--- config.mk ---
export PLATFORM = sky130hd
export DESIGN_NAME = bus_arbiter
export DESIGN_NICKNAME = d
export VERILOG_FILES = /design/src/rtl/bus_arbiter.sv
export SDC_FILE = /design/constraint.sdc
export NUM_CORES = 1
export LEC_CHECK = 0
export ABC_CLOCK_PERIOD_IN_PS = 1400
export CAP_MARGIN = 30
export CORE_MARGIN = 10
export CORE_UTILIZATION = 40
export CTS_CLUSTER_DIAMETER = 50
export DETAILED_ROUTE_END_ITERATION = 8
export GPL_TIMING_DRIVEN = 0
export PLACE_DENSITY = 0.8
export SLEW_MARGIN = 20
export SYNTH_ARGS = -nofsm -noshare
export SYNTH_HDL_FRONTEND = slang
export SYNTH_SLANG_ARGS = --single-unit
--- constraint.sdc ---
create_clock -name clk -period 1.4 [get_ports clk]
set_input_delay 0.28 -clock clk [delete_from_list [all_inputs] [get_ports clk]]
set_output_delay 0.28 -clock clk [all_outputs]
set_load 0.1 [all_outputs]
--- src/rtl/bus_arbiter.sv ---
// ----------------------------------------------------------------------------
// bus_arbiter
//   Shares one memory bus between a CPU and a DMA/video requester. The winning
//   request is latched into the bus registers and the read or write strobe is
//   held for ACCESS_CYCLES cycles. The winner's ack pulses for one cycle after
//   the strobe ends. One guard cycle follows before the next grant.
//
//   Build option: BUS_ARB_ROUND_ROBIN_EN
//     undefined : fixed priority. DMA wins every tie.
//     defined   : a tie goes to the requester that did not win the last grant.
//                 The CPU wins the first tie after reset.
//
// Ports
//   clk, reset            clock; synchronous active-high reset
//   cpu_req/we/addr/wdata CPU request and payload; hold req until cpu_ack
//   cpu_rdata, cpu_ack    last CPU read data; one-cycle completion pulse
//   dma_*                 same set of ports for the DMA side
//   mem_addr, mem_wdata   bus address and write data, latched at grant
//   mem_rdata             bus read data, sampled on the last strobe cycle
//   mem_r, mem_w          read and write strobes, never high together
//   grant                 one-hot owner during access ([0]=CPU, [1]=DMA)
// ----------------------------------------------------------------------------
module bus_arbiter #(
  parameter int unsigned ADDR_W        = 16,
  parameter int unsigned DATA_W        = 8,
  parameter int unsigned ACCESS_CYCLES = 2
) (
  input  logic              clk,
  input  logic              reset,
  // CPU requester
  input  logic              cpu_req,
  input  logic              cpu_we,
  input  logic [ADDR_W-1:0] cpu_addr,
  input  logic [DATA_W-1:0] cpu_wdata,
  output logic [DATA_W-1:0] cpu_rdata,
  output logic              cpu_ack,
  // DMA / video requester
  input  logic              dma_req,
  input  logic              dma_we,
  input  logic [ADDR_W-1:0] dma_addr,
  input  logic [DATA_W-1:0] dma_wdata,
  output logic [DATA_W-1:0] dma_rdata,
  output logic              dma_ack,
  // memory / IO bus
  output logic [ADDR_W-1:0] mem_addr,
  output logic [DATA_W-1:0] mem_wdata,
  input  logic [DATA_W-1:0] mem_rdata,
  output logic              mem_r,
  output logic              mem_w,
  output logic [1:0]        grant
);

  // Counter width covers ACCESS_CYCLES-1 down to 0; ACCESS_CYCLES=1 still needs one bit.
  localparam int unsigned    CNT_W    = (ACCESS_CYCLES > 1) ? $clog2(ACCESS_CYCLES) : 1;
  localparam logic [CNT_W-1:0] CNT_LOAD = CNT_W'(ACCESS_CYCLES - 1);

  typedef enum logic [1:0] {
    IDLE   = 2'd0,
    ACCESS = 2'd1,
    DONE   = 2'd2
  } state_t;

  state_t           state;
  logic [CNT_W-1:0] cnt;

  logic any_req_c;
  logic pick_dma_c;
  logic pick_we_c;

`ifdef BUS_ARB_ROUND_ROBIN_EN
  // 1 when the most recent grant went to DMA; reset value makes the CPU win the first tie.
  logic last_dma;
`endif

  // Winner selection for the grant decision made in IDLE
  always_comb begin
    any_req_c = cpu_req | dma_req;
`ifdef BUS_ARB_ROUND_ROBIN_EN
    if (cpu_req && dma_req) begin
      pick_dma_c = ~last_dma;
    end else begin
      pick_dma_c = dma_req;
    end
`else
    pick_dma_c = dma_req;
`endif
    pick_we_c = pick_dma_c ? dma_we : cpu_we;
  end

  // Arbitration FSM with registered bus, ack and read-data outputs
  always_ff @(posedge clk) begin
    if (reset) begin
      state     <= IDLE;
      cnt       <= '0;
      mem_addr  <= '0;
      mem_wdata <= '0;
      mem_r     <= 1'b0;
      mem_w     <= 1'b0;
      grant     <= 2'b00;
      cpu_ack   <= 1'b0;
      dma_ack   <= 1'b0;
      cpu_rdata <= '0;
      dma_rdata <= '0;
`ifdef BUS_ARB_ROUND_ROBIN_EN
      last_dma  <= 1'b1;
`endif
    end else begin
      case (state)
        IDLE: begin
          cpu_ack <= 1'b0;
          dma_ack <= 1'b0;
          if (any_req_c) begin
            mem_addr  <= pick_dma_c ? dma_addr  : cpu_addr;
            mem_wdata <= pick_dma_c ? dma_wdata : cpu_wdata;
            mem_r     <= ~pick_we_c;
            mem_w     <= pick_we_c;
            grant     <= pick_dma_c ? 2'b10 : 2'b01;
            cnt       <= CNT_LOAD;
            state     <= ACCESS;
`ifdef BUS_ARB_ROUND_ROBIN_EN
            last_dma  <= pick_dma_c;
`endif
          end
        end

        ACCESS: begin
          if (cnt != '0) begin
            cnt <= cnt - CNT_W'(1);
          end else begin
            // Last strobe cycle: mem_rdata is valid now, so capture it for the owner.
            if (mem_r) begin
              if (grant[1]) begin
                dma_rdata <= mem_rdata;
              end else begin
                cpu_rdata <= mem_rdata;
              end
            end
            cpu_ack   <= grant[0];
            dma_ack   <= grant[1];
            mem_r     <= 1'b0;
            mem_w     <= 1'b0;
            grant     <= 2'b00;
            mem_addr  <= '0;
            mem_wdata <= '0;
            state     <= DONE;
          end
        end

        DONE: begin
          // Guard cycle: the requester sees ack and drops req, so requests are ignored here.
          cpu_ack <= 1'b0;
          dma_ack <= 1'b0;
          state   <= IDLE;
        end

        default: begin
          state   <= IDLE;
          mem_r   <= 1'b0;
          mem_w   <= 1'b0;
          grant   <= 2'b00;
          cpu_ack <= 1'b0;
          dma_ack <= 1'b0;
        end
      endcase
    end
  end

  // Bus invariants
  a_strobe_excl : assert property (@(posedge clk) disable iff (reset) !(mem_r && mem_w));
  a_grant_onehot: assert property (@(posedge clk) disable iff (reset) grant != 2'b11);
  a_strobe_owned: assert property (@(posedge clk) disable iff (reset)
                                   (mem_r || mem_w) == (grant != 2'b00));

endmodule

==> Yosys cells after proc, flatten, opt, wreduce, memory -nomap -nowiden <==
Cells that the tools add are included.
{ "op_classes": {"n_addsub": 1, "eq_ne": 4, "mux": 24, "bitwise_logic": 6, "reduce_logical": 9} }
{ "op_table": {"columns": ["cell", "count"], "rows": [
  ["$mux W16", 3],
  ["$pmux W16 S2", 1],
  ["$mux W8", 3],
  ["$pmux W8 S2", 1],
  ["$mux W2", 5],
  ["$reduce_and A4 Y1", 2],
  ["$mux W1", 6],
  ["$pmux W1 S3", 2],
  ["$pmux W2 S3", 1],
  ["$reduce_and A3 Y1", 2],
  ["$not A1 Y1", 5],
  ["$ne A2 B2 Y1 const B", 2],
  ["$pmux W2 S2", 1],
  ["$reduce_and A2 Y1", 2],
  ["$eq A2 B1 Y1 const B", 1],
  ["$eq A2 B2 Y1 const B", 1],
  ["$logic_not A2 Y1", 1],
  ["$pmux W1 S2", 1],
  ["$reduce_bool A2 Y1", 1],
  ["$reduce_or A2 Y1", 1],
  ["$or A1 B1 Y1", 1],
  ["$sub A1 B1 Y1 const B", 1]
]} }
{ "totals": {"reg_bits": 49, "inputBits": 62, "output_inout_bits": 46, "word_cells": 55} }

==> Depth between registers and ports, before layout <==
Gate-level depths: netlist (run 1).
{ "depth": {"word_depth": 4, "ltp_mapped": 5, "ltp_nobuf": 3} }

==> Worst setup path before layout (run 1) <==
OpenSTA, ideal clock, no wires.
{ "synth_path": {"path_kind": "reg2reg", "startpoint": "reg mem_r", "endpoint": "reg dma_rdata[0]", "setup_ns": 0.072, "arrival_time_ns": 1.776, "t_required_ns": 1.328, "path_slack_ns": -0.447, "stages_incl_launch_ff": 5, "n_path_buf": 1, "period_less_slack_ns": 1.847, "cell_sequence": "dfxtp_1 > and4bb_4 > and2_1 > buf_4 > mux2i_1"} }
{ "synth_via": {"elab_chain_cells": 1} }
{ "synth_rtl": {"columns": ["item", "line_no", "rtl"], "rows": [
  ["start: declaration", "48", "output logic mem_r,"],
  ["start signal: assignment", "115", "mem_r <= ~pick_we_c;"],
  ["$reduce_and A4 Y1 (no line)", null, null],
  ["end signal: assignment", "133", "dma_rdata <= mem_rdata;"],
  ["end: declaration", "42", "output logic [DATA_W-1:0] dma_rdata,"]
]} }
No other way between the ends.
A chain may end at the register's enable or synchronous reset.

==> Worst setup path after layout (run 1) <==
{ "layout_path": {"startpoint": "reg mem_addr[11]", "endpoint": "out mem_addr[11]"} }
{ "layout_rtl": {"columns": ["item", "line_no", "rtl"], "rows": [
  ["start: declaration", "45", "output logic [ADDR_W-1:0] mem_addr,"],
  ["start signal: assignment", "113", "mem_addr <= pick_dma_c ? dma_addr : cpu_addr;"]
]} }
No word-level cell between the ends.

==> results.toml, run 1 <==
[timing]
relSlewSlack_pct = 66.39
fmax_mhz = 735.5
finalHoldViolations = 0
maxSlewViolCount = 0
setup_viol = 0
rsz0062_at_grt = "no"
worst_slew_pin_slew_ns = 0.5076
fin_worst_skew_ns = 0.01079
fin_crit_sh_pct = 97.11
min_period_ns = 1.360

[logic_synthesis]
synth_cell_types = 26
synth_warnings = 0
syn-num-nets = 248
ys_seq_area_share_pct = 46.31
synth_edf_count = 0
synthArstFlopShare_pct = 0
avgSynthCellArea_um2 = 11.39
synth_cells = 186
synthesis.area_um2 = 2118
synthFlopType = "dfxtp_1"
ys_ff_latch = 49

[grt]
grt_pass1_vias = 1993
grt_start_max_net_pins = 15
grt_usage_pct = 15.68
gr-total-overflow = 0
grt_antenna_before_repair = 0
grt_pass1_wl_um = 10730

[placed_design]
gp_congestion = 0.7192
place_inst = 362
hpwl_um = 5176
portBuffers = 106

[floorplanning]
die_w_um = 92.77
fp-row-count = 26
initial_core_util_pct = 41.47
ios = 108
design.die.area_um2 = 8606
core_um2 = 5107
die_h_um = 92.77

[layout]
area.growth.synth_to_final_pct = 55.11
fin_nets = 366
finish.utilization_pct = 64.33
instances_no_fill = 374
n_antenna_cell = 0
drive_gt1_share_pct = 26.97
layout_commonest_cell = "clkdlybuf4s50_1"
fill_cells = 448
most-common-layout-cells = "58 x clkdlybuf4s50_1, 45 x dfxtp_1, 43 x mux2i_1, 26 x nand2b_1, 26 x clkbuf_4"

[drt]
routedWlPerCell_um = 17.83
avgViaCountPerCell = 4.816
met1Wirelength_um = 2446
wl_um = 6669
ant_nets = 0
vias = 1801
drt_iter0_drc = 64
wl_met3_um = 357
highest_layer = "met4"
drcViolationCount = 0
firstDrtPassIters = 4
wl_met2_um = 3776

[pwr]
intPower_uw = 2421
comb_power_share_pct = 33.7
p_leak_uw = 0.001429
p_per_area_nw_per_um2 = 1159
seq_power_share_pct = 40.8
clkPwrFrac_pct = 25.5
vdd_ir_drop_max_uv = 718.3
netSwitchingFraction_pct = 36.42
switching_power_uw = 1387

[clock_tree]
insertion_delay_ns = 0.30
cts_tree = "built"
cts_max_level = 2
clockBufferDepth = 2
numCtsBuffers = 5
clk_pin_slew_ns = 0.08
clkSinkCount = 49
root_buffer = "clkbuf_8"
cts_hold_buf = 0

[worst_hold_path]
hold_class = "in2reg"
min_to = "grant[1]"
min_path_cells = 2
min_from = "reset"

[critical_path]
critPathCaptureType = "primary output"
critical-path-slowest-cell = "buf_2"
worstSetupPathType = "reg2out"
critPathMaxFanout = 2
cp.required_ns = 1.12
crit_chain = "buf_2"
r2r_end = "mem_addr[2]"
arrival_ns = 1.08
crit_path_max_incr_delay_ns = 0.43
r2r_cells = 4
cp-start-kind = "register"
ff2ff_setup_slack_ns = 0.09
cp_top_family = "buffers and inverters"
r2r-start = "state[0]"
path_buf_inv = 1

[status]
status = "finished, final reports clean"

[run]
max-cap-violations = 0
synthesized netlist by cell type (2+ instances only):
master,instances,area share (%)
buf_6,4,2.1
nand2b_1,26,7.7
nand2_1,3,0.53
clkbuf_1,2,0.35
a21oi_1,2,0.47
dfxtp_1,49,46
and2_1,3,0.89
nor2_1,5,0.89
mux2i_1,43,20
o2bb2ai_1,26,11
buf_2,4,0.95
buf_4,3,1.1
inv_1,3,0.53
sequential cells by signal, indices dropped and copies added, names as in the netlist:
| name | flops |
|---|---|
| state | 2 |
| mem_r | 1 |
| dma_ack | 1 |
| grant | 2 |
| dma_rdata | 8 |
| mem_addr | 16 |
| cpu_ack | 1 |
| mem_w | 1 |
| cpu_rdata | 8 |
| mem_wdata | 8 |
| cnt | 1 |
cells by family after synthesis:
group | after synthesis | synth area share (%)
multiplexers | 43 | 20.32
buffers and inverters | 16 | 5.021
AO/OA/AOI/OAI | 34 | 15.24
flip-flops | 49 | 46.31
AND/OR/NAND/NOR | 44 | 13.11
power by group through the flow:
stage               registers, uW  clock network (uW)  logic, uW
CTS                          1540                1000       1270
global placement             1570                   0       1310
floorplan                    2180                   0        297
detailed placement           1570                   0       1320
finish                       1550                 972       1280
global route                 1570                1070       1340
layer usage:
metal | GRT usage, % | vias to the layer above
li1 | - | 901
met1 | 15.49 | 852
met2 | 30.20 | 40
met3 | 4.681 | 8
met4 | 5.141 | 0
met5 | 0 | -
repair_timing:
action | CTS | global route
endpoints found under the hold margin | 0 | 0
setup buffers | 5 | 0
gates resized for setup | 236 | 33
endpoints found under the setup margin | 69 | 40
pin swaps | 1 | 3
gates cloned | 1 | 0
stage by stage:
step                worst slack [ns]  hold WS, ns  area (um^2)  TNS, ns  power, uW
finish                       0.04046       0.4209         3286        0       3807
global route                0.001647       0.4295         3286        0       3974
CTS                         0.004951       0.4235         3203        0       3814
detailed placement           -0.4252       0.4483         3272   -26.00       2893
global placement             -0.4035       0.4443         3272   -25.17       2875
floorplan                    0.08254       0.4551         2123        0       2474
worst max path at each step:
stage                      start           end  slack [ns]  cells past startpoint
floorplan                  mem_r  dma_rdata[0]        0.08                      4
global placement        grant[1]      grant[1]       -0.40                      1
detailed placement       dma_req  mem_addr[14]       -0.43                      6
CTS                 cpu_rdata[1]  cpu_rdata[1]       0.005                      1
global route        dma_rdata[4]  dma_rdata[4]       0.002                      1
finish              mem_addr[11]  mem_addr[11]        0.04                      1
final cells by class:
class / count / area [um^2] / share of cell area, %
buffer: 12 / 103.9 / 3.161
clock inverter: 2 / 35.03 / 1.066
multi-input combinational: 121 / 1046 / 31.84
clock buffer: 5 / 68.82 / 2.094
tap: 70 / 87.58 / 2.666
inverter: 3 / 11.26 / 0.3427
sequential: 49 / 988.4 / 30.08
timing repair buffer: 112 / 944.7 / 28.75
No activity file was read; power rests on OpenSTA's default activity.
==> inputs of run 2 (changes only) <==
Settings changed: ABC_CLOCK_PERIOD_IN_PS 1400 to unset.
==> results of run 2 <==
Final layout, timing and power as in run 1 (identical DEF).
==> inputs of run 3 (changes only) <==
Settings changed: CORE_UTILIZATION 40 to 36, PLACE_DENSITY 0.8 to 0.76.
Clock period 1.4 ns to 1.2 ns, I/O delays scaled along.
==> results.toml, run 3 (synthesis results as in run 1) <==
[floorplanning]
initial_core_util_pct = 37.77
design.die.area_um2 = 9352
die_h_um = 96.71
fp-row-count = 27
die_w_um = 96.71
core_um2 = 5608
ios = 108

[grt]
grt_pass1_wl_um = 10580
grt_pass1_vias = 1838
grt_start_max_net_pins = 15
grt_usage_pct = 13.71
gr-total-overflow = 0
grt_antenna_before_repair = 0

[drt]
ant_nets = 0
drcViolationCount = 0
drt_iter0_drc = 56
wl_um = 6566
firstDrtPassIters = 4
routedWlPerCell_um = 17.42
avgViaCountPerCell = 4.801
vias = 1810

[timing]
setup_viol = 38
setup_slack_ns = -0.09612
min_period_ns = 1.296
fin_worst_skew_ns = 0.005575
rsz0062_at_grt = "yes"
maxSlewViolCount = 0
fin_crit_sh_pct = 108.0
worst_slew_pin_slew_ns = 0.3684
relSlewSlack_pct = 75.44
tns_ns = -2.413
finalHoldViolations = 0
fmax_mhz = 771.5

[clock_tree]
cts_tree = "built"
cts_hold_buf = 0
root_buffer = "clkbuf_8"
clkSinkCount = 49
insertion_delay_ns = 0.29
clockBufferDepth = 2
clk_pin_slew_ns = 0.09
numCtsBuffers = 5
cts_max_level = 2

[layout]
layout_commonest_cell = "clkdlybuf4s50_1"
multi_input_area_um2 = 1106
regArea_um2 = 1006
area.growth.synth_to_final_pct = 67.51
top_register = "mem_addr"
n_antenna_cell = 0
most-common-layout-cells = "58 x clkdlybuf4s50_1, 43 x mux2i_1, 40 x buf_6, 33 x dfxtp_1, 26 x nand2b_1"
largest_reg_flops = 16
fin_nets = 366
drive_gt1_share_pct = 33.77
fill_cells = 496
instances_no_fill = 377

[placed_design]
place_inst = 364
portBuffers = 106
place_worst_setup_slack_ns = -0.6029
gp_congestion = 0.7319
hpwl_um = 5251

[worst_hold_path]
hold_class = "in2reg"
min_to = "grant[1]"
min_path_cells = 2
min_from = "reset"

[status]
violations = "setup timing"
status = "finished with violations"

[critical_path]
r2r-start = "state[0]"
ff2ff_setup_slack_ns = -0.1
cp.required_ns = 1.42
critPathCaptureType = "register"
r2r_cells = 5
worstSetupPathType = "reg2reg"
arrival_ns = 1.52
critPathMaxFanout = 10
cp-start-kind = "register"
r2r_end = "dma_rdata[3]"

[pwr]
p_leak_uw = 0.001501
vdd_ir_drop_max_uv = 882.5
p_per_area_nw_per_um2 = 1305

[run]
max-cap-violations = 0
## run 3: cell count changes in the layout (fill, tap and decap cells not counted), moves of 11 or more
cell,previous run,this run
dfxtp_2,3,14
buf_4,7,21
dfxtp_1,45,33
buf_6,8,40
buf_2,21,1
clkbuf_4,26,0
## run 3: where the power goes
| part | internal, uW | switching (uW) |
|---|---|---|
| Sequential | 1740 | 96.9 |
| Combinational | 568 | 1020 |
| Clock | 680 | 522 |
## run 3: area by class of cell
cell class              count  area share [%]
inverters                   3          0.3173
multi-input cells         121           31.17
plain buffers              12           2.891
repair buffers            112           31.45
flip-flops and latches     49           28.35
well taps                  72           2.539
clock inverters             1          0.8463
clock buffers               7           2.433
## run 3: what timing repair did
item                       4_1_cts  5_1_grt
cloned                           1        0
buffers inserted                 3        2
hold endpoints to repair         0        0
gates resized for setup        298       33
pin swaps                        4        2
setup endpoints to repair       89       65
## run 3: worst max-delay path by stage
stage               slack, ns  depth (start not counted)  startpoint      endpoint
finish                   -0.1                          5    state[0]  dma_rdata[3]
global route            -0.17                          5    state[0]  dma_rdata[3]
CTS                     -0.13                          4    state[0]   mem_addr[1]
detailed placement      -0.60                          6     dma_req  mem_wdata[7]
global placement        -0.54                          1    grant[1]      grant[1]
floorplan                -0.1                          4       mem_r  dma_rdata[0]
## run 3: through the flow
step           util, %  power, uW  hold WS, ns  instance area, um^2
2_1_floorplan        -       2892       0.4083                 2150
3_3_place_gp     58.86       3361       0.4441                 3301
3_5_place_dp     58.86       3379       0.4463                 3301
4_1_cts          60.71       4608       0.4132                 3405
5_1_grt          63.28       4813       0.3894                 3548
6_report         63.28       4632       0.3617                 3548
## run 3: worst max-delay path, stage by stage (launching register included)
cell,delay (ns)
dfxtp_2,0.33
buf_4,0.16
and4bb_4,0.27
and2_4,0.14
buf_6,0.13
mux2i_1,0.19
## run 3: routing by layer
layer / vias up / global-route usage [%] / wire length [um]
met5: - / 0 / 0
met4: 0 / 3.720 / 57
met3: 4 / 3.903 / 329
met2: 49 / 24.69 / 3519
met1: 856 / 15.23 / 2660
li1: 901 / - / -
